==> src/rtl/mips_bus_pkg.sv <==
// Shared definitions for the SRAM-like bus arbiter: FSM state encoding and
// bus transfer size codes.
package mips_bus_pkg;

  typedef enum logic [2:0] {
    IDLE   = 3'd0,
    I_ADDR = 3'd1,
    I_WAIT = 3'd2,
    D_ADDR = 3'd3,
    D_WAIT = 3'd4
  } arb_state_e;

  localparam logic [1:0] SIZE_B = 2'd0;
  localparam logic [1:0] SIZE_H = 2'd1;
  localparam logic [1:0] SIZE_W = 2'd2;

endpackage

==> src/rtl/sram_like_arbiter_if.sv <==
// Signal bundle around the arbiter: instruction master, data master and the
// shared SRAM-like bus. "slave" is the arbiter's view, "master" the environment's.
interface sram_like_arbiter_if;

  logic        inst_req;
  logic [31:0] inst_addr;
  logic        inst_addr_ok;
  logic [31:0] inst_rdata;
  logic        inst_data_ok;

  logic        data_req;
  logic        data_wr;
  logic [1:0]  data_size;
  logic [31:0] data_addr;
  logic [31:0] data_wdata;
  logic        data_addr_ok;
  logic [31:0] data_rdata;
  logic        data_data_ok;

  logic        req;
  logic        wr;
  logic [1:0]  size;
  logic [31:0] addr;
  logic [31:0] wdata;
  logic        addr_ok;
  logic [31:0] rdata;
  logic        data_ok;

  modport slave (
    input  inst_req, inst_addr,
    output inst_addr_ok, inst_rdata, inst_data_ok,
    input  data_req, data_wr, data_size, data_addr, data_wdata,
    output data_addr_ok, data_rdata, data_data_ok,
    output req, wr, size, addr, wdata,
    input  addr_ok, rdata, data_ok
  );

  modport master (
    output inst_req, inst_addr,
    input  inst_addr_ok, inst_rdata, inst_data_ok,
    output data_req, data_wr, data_size, data_addr, data_wdata,
    input  data_addr_ok, data_rdata, data_data_ok,
    input  req, wr, size, addr, wdata,
    output addr_ok, rdata, data_ok
  );

endinterface

==> src/rtl/sram_like_arbiter.sv <==
// Two-master SRAM-like bus arbiter: instruction and data masters share one bus
// with a single outstanding transaction and data-first round-robin on contention.
module sram_like_arbiter
  import mips_bus_pkg::*;
(
  input  logic              clk,
  input  logic              resetn,
  sram_like_arbiter_if.slave io
);

  arb_state_e  state_q, state_d;
  logic        last_data_q, last_data_d;
  logic        wr_q, wr_d;
  logic [1:0]  size_q, size_d;
  logic [31:0] addr_q, addr_d;
  logic [31:0] wdata_q, wdata_d;

  logic grant_data;
  logic grant_inst;
  logic inst_addr_ok, data_addr_ok, inst_data_ok, data_data_ok, req;

  // Data wins a tie unless it also won the previous grant.
  assign grant_data = resetn && io.data_req && (!io.inst_req || !last_data_q);
  assign grant_inst = resetn && io.inst_req && !grant_data;

  always_ff @(posedge clk or negedge resetn) begin
    if (!resetn) begin
      state_q     <= IDLE;
      last_data_q <= 1'b0;
      wr_q        <= 1'b0;
      size_q      <= SIZE_B;
      addr_q      <= 32'd0;
      wdata_q     <= 32'd0;
    end else begin
      state_q     <= state_d;
      last_data_q <= last_data_d;
      wr_q        <= wr_d;
      size_q      <= size_d;
      addr_q      <= addr_d;
      wdata_q     <= wdata_d;
    end
  end

  always_comb begin
    state_d      = state_q;
    last_data_d  = last_data_q;
    wr_d         = wr_q;
    size_d       = size_q;
    addr_d       = addr_q;
    wdata_d      = wdata_q;
    inst_addr_ok = 1'b0;
    data_addr_ok = 1'b0;
    inst_data_ok = 1'b0;
    data_data_ok = 1'b0;
    req          = 1'b0;
    case (state_q)
      IDLE: begin
        if (grant_data) begin
          data_addr_ok = 1'b1;
          last_data_d  = 1'b1;
          wr_d         = io.data_wr;
          size_d       = io.data_size;
          addr_d       = io.data_addr;
          wdata_d      = io.data_wdata;
          state_d      = D_ADDR;
        end else if (grant_inst) begin
          inst_addr_ok = 1'b1;
          last_data_d  = 1'b0;
          wr_d         = 1'b0;
          size_d       = SIZE_W;
          addr_d       = io.inst_addr;
          wdata_d      = 32'd0;
          state_d      = I_ADDR;
        end
      end
      I_ADDR: begin
        req = 1'b1;
        if (io.addr_ok) begin
          // A bus that completes in the accept cycle skips the wait state.
          inst_data_ok = io.data_ok;
          state_d      = io.data_ok ? IDLE : I_WAIT;
        end
      end
      I_WAIT: begin
        if (io.data_ok) begin
          inst_data_ok = 1'b1;
          state_d      = IDLE;
        end
      end
      D_ADDR: begin
        req = 1'b1;
        if (io.addr_ok) begin
          data_data_ok = io.data_ok;
          state_d      = io.data_ok ? IDLE : D_WAIT;
        end
      end
      D_WAIT: begin
        if (io.data_ok) begin
          data_data_ok = 1'b1;
          state_d      = IDLE;
        end
      end
      default: state_d = IDLE;
    endcase
  end

  assign io.inst_addr_ok = inst_addr_ok;
  assign io.data_addr_ok = data_addr_ok;
  assign io.inst_data_ok = inst_data_ok;
  assign io.data_data_ok = data_data_ok;
  assign io.inst_rdata   = io.rdata;
  assign io.data_rdata   = io.rdata;
  assign io.req          = req;
  assign io.wr           = wr_q;
  assign io.size         = size_q;
  assign io.addr         = addr_q;
  assign io.wdata        = wdata_q;

endmodule

==> src/flat_wrapper.sv <==
// flat-port wrapper written by rule: the top's interface ports become plain ports
module sram_like_arbiter_flat import mips_bus_pkg::*;
  (clk, resetn, io_inst_req, io_inst_addr, io_inst_addr_ok, io_inst_rdata, io_inst_data_ok, io_data_req, io_data_wr, io_data_size, io_data_addr, io_data_wdata, io_data_addr_ok, io_data_rdata, io_data_data_ok, io_req, io_wr, io_size, io_addr, io_wdata, io_addr_ok, io_rdata, io_data_ok);
  sram_like_arbiter_if io_i ();
  input  logic clk;
  input  logic resetn;
  input wire logic [$bits(io_i.inst_req)-1:0] io_inst_req;
  input wire logic [$bits(io_i.inst_addr)-1:0] io_inst_addr;
  output wire logic [$bits(io_i.inst_addr_ok)-1:0] io_inst_addr_ok;
  output wire logic [$bits(io_i.inst_rdata)-1:0] io_inst_rdata;
  output wire logic [$bits(io_i.inst_data_ok)-1:0] io_inst_data_ok;
  input wire logic [$bits(io_i.data_req)-1:0] io_data_req;
  input wire logic [$bits(io_i.data_wr)-1:0] io_data_wr;
  input wire logic [$bits(io_i.data_size)-1:0] io_data_size;
  input wire logic [$bits(io_i.data_addr)-1:0] io_data_addr;
  input wire logic [$bits(io_i.data_wdata)-1:0] io_data_wdata;
  output wire logic [$bits(io_i.data_addr_ok)-1:0] io_data_addr_ok;
  output wire logic [$bits(io_i.data_rdata)-1:0] io_data_rdata;
  output wire logic [$bits(io_i.data_data_ok)-1:0] io_data_data_ok;
  output wire logic [$bits(io_i.req)-1:0] io_req;
  output wire logic [$bits(io_i.wr)-1:0] io_wr;
  output wire logic [$bits(io_i.size)-1:0] io_size;
  output wire logic [$bits(io_i.addr)-1:0] io_addr;
  output wire logic [$bits(io_i.wdata)-1:0] io_wdata;
  input wire logic [$bits(io_i.addr_ok)-1:0] io_addr_ok;
  input wire logic [$bits(io_i.rdata)-1:0] io_rdata;
  input wire logic [$bits(io_i.data_ok)-1:0] io_data_ok;
  assign io_i.inst_req = io_inst_req;
  assign io_i.inst_addr = io_inst_addr;
  assign io_inst_addr_ok = io_i.inst_addr_ok;
  assign io_inst_rdata = io_i.inst_rdata;
  assign io_inst_data_ok = io_i.inst_data_ok;
  assign io_i.data_req = io_data_req;
  assign io_i.data_wr = io_data_wr;
  assign io_i.data_size = io_data_size;
  assign io_i.data_addr = io_data_addr;
  assign io_i.data_wdata = io_data_wdata;
  assign io_data_addr_ok = io_i.data_addr_ok;
  assign io_data_rdata = io_i.data_rdata;
  assign io_data_data_ok = io_i.data_data_ok;
  assign io_req = io_i.req;
  assign io_wr = io_i.wr;
  assign io_size = io_i.size;
  assign io_addr = io_i.addr;
  assign io_wdata = io_i.wdata;
  assign io_i.addr_ok = io_addr_ok;
  assign io_i.rdata = io_rdata;
  assign io_i.data_ok = io_data_ok;
  sram_like_arbiter u_core (.clk(clk), .resetn(resetn), .io(io_i));
endmodule
==> config.mk <==
export PLATFORM = sky130hd
export DESIGN_NAME = sram_like_arbiter_flat
export DESIGN_NICKNAME = d
export VERILOG_FILES = /design/src/rtl/mips_bus_pkg.sv /design/src/rtl/sram_like_arbiter_if.sv /design/src/rtl/sram_like_arbiter.sv /design/src/flat_wrapper.sv
export SDC_FILE = /design/constraint.sdc
export NUM_CORES = 1
export LEC_CHECK = 0
export BUFFER_PORTS_ARGS = -buffer_cell sky130_fd_sc_hd__buf_2
export CAP_MARGIN = 20
export CORE_AREA = 2 2 106 108
export DETAILED_ROUTE_END_ITERATION = 10
export DIE_AREA = 0 0 108 110
export PLACE_DENSITY = 0.79
export SLEW_MARGIN = 10
export SYNTH_ARGS = -nofsm -noshare
export SYNTH_HDL_FRONTEND = slang
export SYNTH_SLANG_ARGS = --single-unit
==> constraint.sdc <==
create_clock -name clk -period 4.91 [get_ports clk]
set_clock_uncertainty 0.1 [all_clocks]
set_input_delay 0.7365 -clock clk [delete_from_list [all_inputs] [get_ports clk]]
set_output_delay 0.7365 -clock clk [all_outputs]
set_load 0.005 [all_outputs]
==> flow_metrics.tcl <==
set metrics [dict create \
    design.die.area_sq_mm 0.0119 \
    synth-xor-area-share_pct 0 \
    drt_iter0_markers 157 \
    postSynthCellCount 355 \
    final.fill_count 1065 \
    timing.final.max_slew_violations 0 \
    post_synth_and_or_nand_nor_area_fraction_pct 10.2 \
    max_slew.worst_pin.slew_ns 0.972 \
    synth_top_family_by_area "compound AO/OA/AOI/OAI gates" \
    setup-tns-final_ns 0 \
    clock_tree.root_cell "clkbuf_8" \
    worstSetupStartpointType "primary input" \
    yosysSeqAreaShare_pct 48.2 \
    synth_area_sq_mm 0.00368 \
    route.met2.wl_microns 4510 \
    met3_wirelength_microns 898 \
    max_slew_margin_pct 35.0 \
    grt_start_max_net_pins 73 \
    first_global_vias 2974 \
    layout_min_cycle_time_ns 2.83 \
    critical-path-max-stage-delay_ns 0.52 \
    cts.htree.levels 3 \
    detailroute.via_count 3079 \
    timing.critical_path.slowest_stage_cell "nand2_2" \
    postSynthNetCount 492 \
    drcViolationCount 0 \
    clk_transition_reported_paths_ns 0.06 \
    coreArea_sq_mm 0.0107 \
    track_usage_pct 15.6 \
    min_path_type "flip-flop to flip-flop" \
    cts_tree "built" \
    fin_ws_ns 2.08 \
    grt_antenna_before_repair 0 \
    cts_sinks 71 \
    finalWirelength_microns 9420 \
    synth-compound-area-share_pct 24.2 \
    wire_per_inst_microns 15.8 \
    layout-area-overhead-vs-synth_pct 18.0 \
    ys_ff_latch 71 \
    synth.yosys.warnings 0 \
    power_density_mw_per_mm2 520 \
    drt_pass1_iterations 4 \
    hold_violations 0 \
    max-cap-violations 0 \
    ctsLongestPathBuffers 2 \
    layout-drive-gt1-share_pct 48.2 \
    cts-buffers-inserted 9 \
    cts_hold_repair.buffers 0 \
    final_nets 589 \
    cts.repair_timing.setup_buffer_count 0 \
    antenna_violating_nets_post_route 0 \
    worst-path-max-fanout 68 \
    criticalPathCategory "primary input to output pin" \
    placement.io_buffers 176 \
    grt_overflow 0 \
    worst_hold_path.num_cells 1 \
    grt_setup_unrepaired "no" \
    ctsResizeCount 0 \
    start_util_pct 34.4 \
    r2r_depth 5 \
    ir_drop_uv 200 \
    worstPathRequired_ns 4.07 \
    finalWeightedCongestion 0.707 \
    detailed_place_hpwl_microns 6760 \
    dieHeight_microns 110 \
    dieWidth_microns 108 \
    worst_setup_path_end_kind "output pin" \
    synthAdderAreaFrac_pct 0 \
    timing.critical_path.cells "buf_4 -> nand2_2 -> o2111a_1 -> buf_2" \
    floorplan.rows 38 \
    detail_route.wirelength.met1_microns 3830 \
    synthesis.area_per_instance_sq_um 10.4 \
    final.period_utilization_pct 57.7 \
    synth_cell_types 28 \
    timing.final.setup_violations 0 \
    status "finished, final reports clean" \
    cp.arrival_ns 2.00 \
    top_level_ports 273 \
    n_antenna_cell 0 \
    dpl_worst_slack_ns 2.04 \
    clk_latency_ns 0.34 \
    top_layer_used "met4" \
    grt_pass1_wl_microns 14400 \
    leakagePower_uw 0.00211 \
    post_synth_mux_area_share_pct 0.611 \
    max_freq_ghz 0.353 \
    vias_per_cell 5.17 \
]
Yosys cell counts, drive strengths merged:
| library cell | number | area share (%) |
|---|---|---|
| a22o | 34 | 8.1 |
| a31oi | 32 | 5.4 |
| o32ai | 1 | 0.24 |
| nand2 | 3 | 0.31 |
| mux2 | 2 | 0.61 |
| a32oi | 1 | 0.24 |
| a21oi | 35 | 4.8 |
| and2 | 2 | 0.41 |
| a21o | 1 | 0.20 |
| or3b | 32 | 7.6 |
| o21ai | 33 | 4.5 |
| o2111a | 1 | 0.31 |
| clkbuf | 26 | 2.7 |
| nor2 | 2 | 0.20 |
| buf | 70 | 14 |
| nor3b | 2 | 0.71 |
| o21a | 2 | 0.41 |
| nand2b | 1 | 0.17 |
| nor3 | 2 | 0.58 |
| dfrtp | 71 | 48 |
| inv | 1 | 0.10 |
| nor2b | 1 | 0.17 |
final timing paths:
path	slack [ns]	startpoint	endpoint
max reg2reg	2.76	u_core.state_q[2]	u_core.io.addr[8]
min reg2reg	0.39	u_core.io.wdata[5]	u_core.io.wdata[5]
max in group asynchronous	3.61	resetn	u_core.io.wdata[31]
min in group asynchronous	0.54	resetn	u_core.io.addr[26]
max	2.08	resetn	io_inst_addr_ok
min	0.39	u_core.io.wdata[5]	u_core.io.wdata[5]
registers in the layout (all words and copies together) (netlist names):
register            count
u_core.io.addr         32
u_core.io.size          2
u_core.io.wdata        32
u_core.io.wr            1
u_core.last_data_q      1
u_core.state_q          3
cells by family (layout without fill, tap and decap cells):
group | count (synthesis) | after routing
muxes | 2 | 2
and+or+nand+nor | 45 | 45
buffers and inverters | 97 | 198
DFF | 71 | 71
AOI/OAI and AO/OA | 140 | 140
critical path, delay by kind of cell:
family          cells  cell delay [ns]
simple gates        1             0.52
compound gates      1             0.50
buf+inv             2             0.23
cells in the final DEF (no fill, tap or decap):
cell and instances:
buf_2 175, dfrtp_1 71, a21oi_1 35, a22o_1 34
o21ai_0 33, a31oi_1 32, or3b_2 21, or3b_1 11
clkbuf_8 10, buf_4 5, clkbuf_1 4, nor2_1 2
nand2_1 2, mux2_2 2, o21a_1 2, buf_8 2
nand2b_1 1, inv_1 1, nand2_2 1, and2_4 1
nor3_4 1, nor3b_4 1, a32oi_1 1, nor2b_1 1
nor3b_1 1, o2111a_1 1, and2_1 1, o32ai_1 1
a21o_1 1, nor3_1 1, clkinv_2 1
area by class of cell:
| class | instances | area [sq um] | area share [%] |
|---|---|---|---|
| sequential | 71 | 1780 | 40.9 |
| multi-input combinational | 187 | 1290 | 29.7 |
| timing repair buffer | 182 | 943 | 21.7 |
| tap | 140 | 175 | 4.03 |
| clock buffer | 14 | 153 | 3.51 |
| clock inverter | 1 | 5.00 | 0.115 |
| inverter | 1 | 3.75 | 0.0864 |
metal layers:
layer / GRT usage (%) / vias up
met5: 0 / -
met4: 6.59 / 0
met3: 6.17 / 18
met2: 25.5 / 191
met1: 18.3 / 1446
li1: - / 1424
where the power goes:
part	leakage [uW]	internal, uW	switching, uW
registers	0.000858	834	157
clock network	0.0000805	195	200
logic	0.00117	430	444
total	0.00211	1460	801
through the flow:
stage	hold WS [ns]	utilization [%]	cell area [sq um]	total power (uW)	instances
2_1_floorplan	0.341	-	3680	1500	355
3_3_place_gp	0.379	38.9	4160	1830	579
3_5_place_dp	0.379	38.9	4160	1870	579
4_1_cts	0.398	40.3	4320	2280	594
5_1_grt	0.414	40.6	4350	2430	596
6_report	0.394	40.6	4350	2260	596
Power figures use the tool's default switching activity.
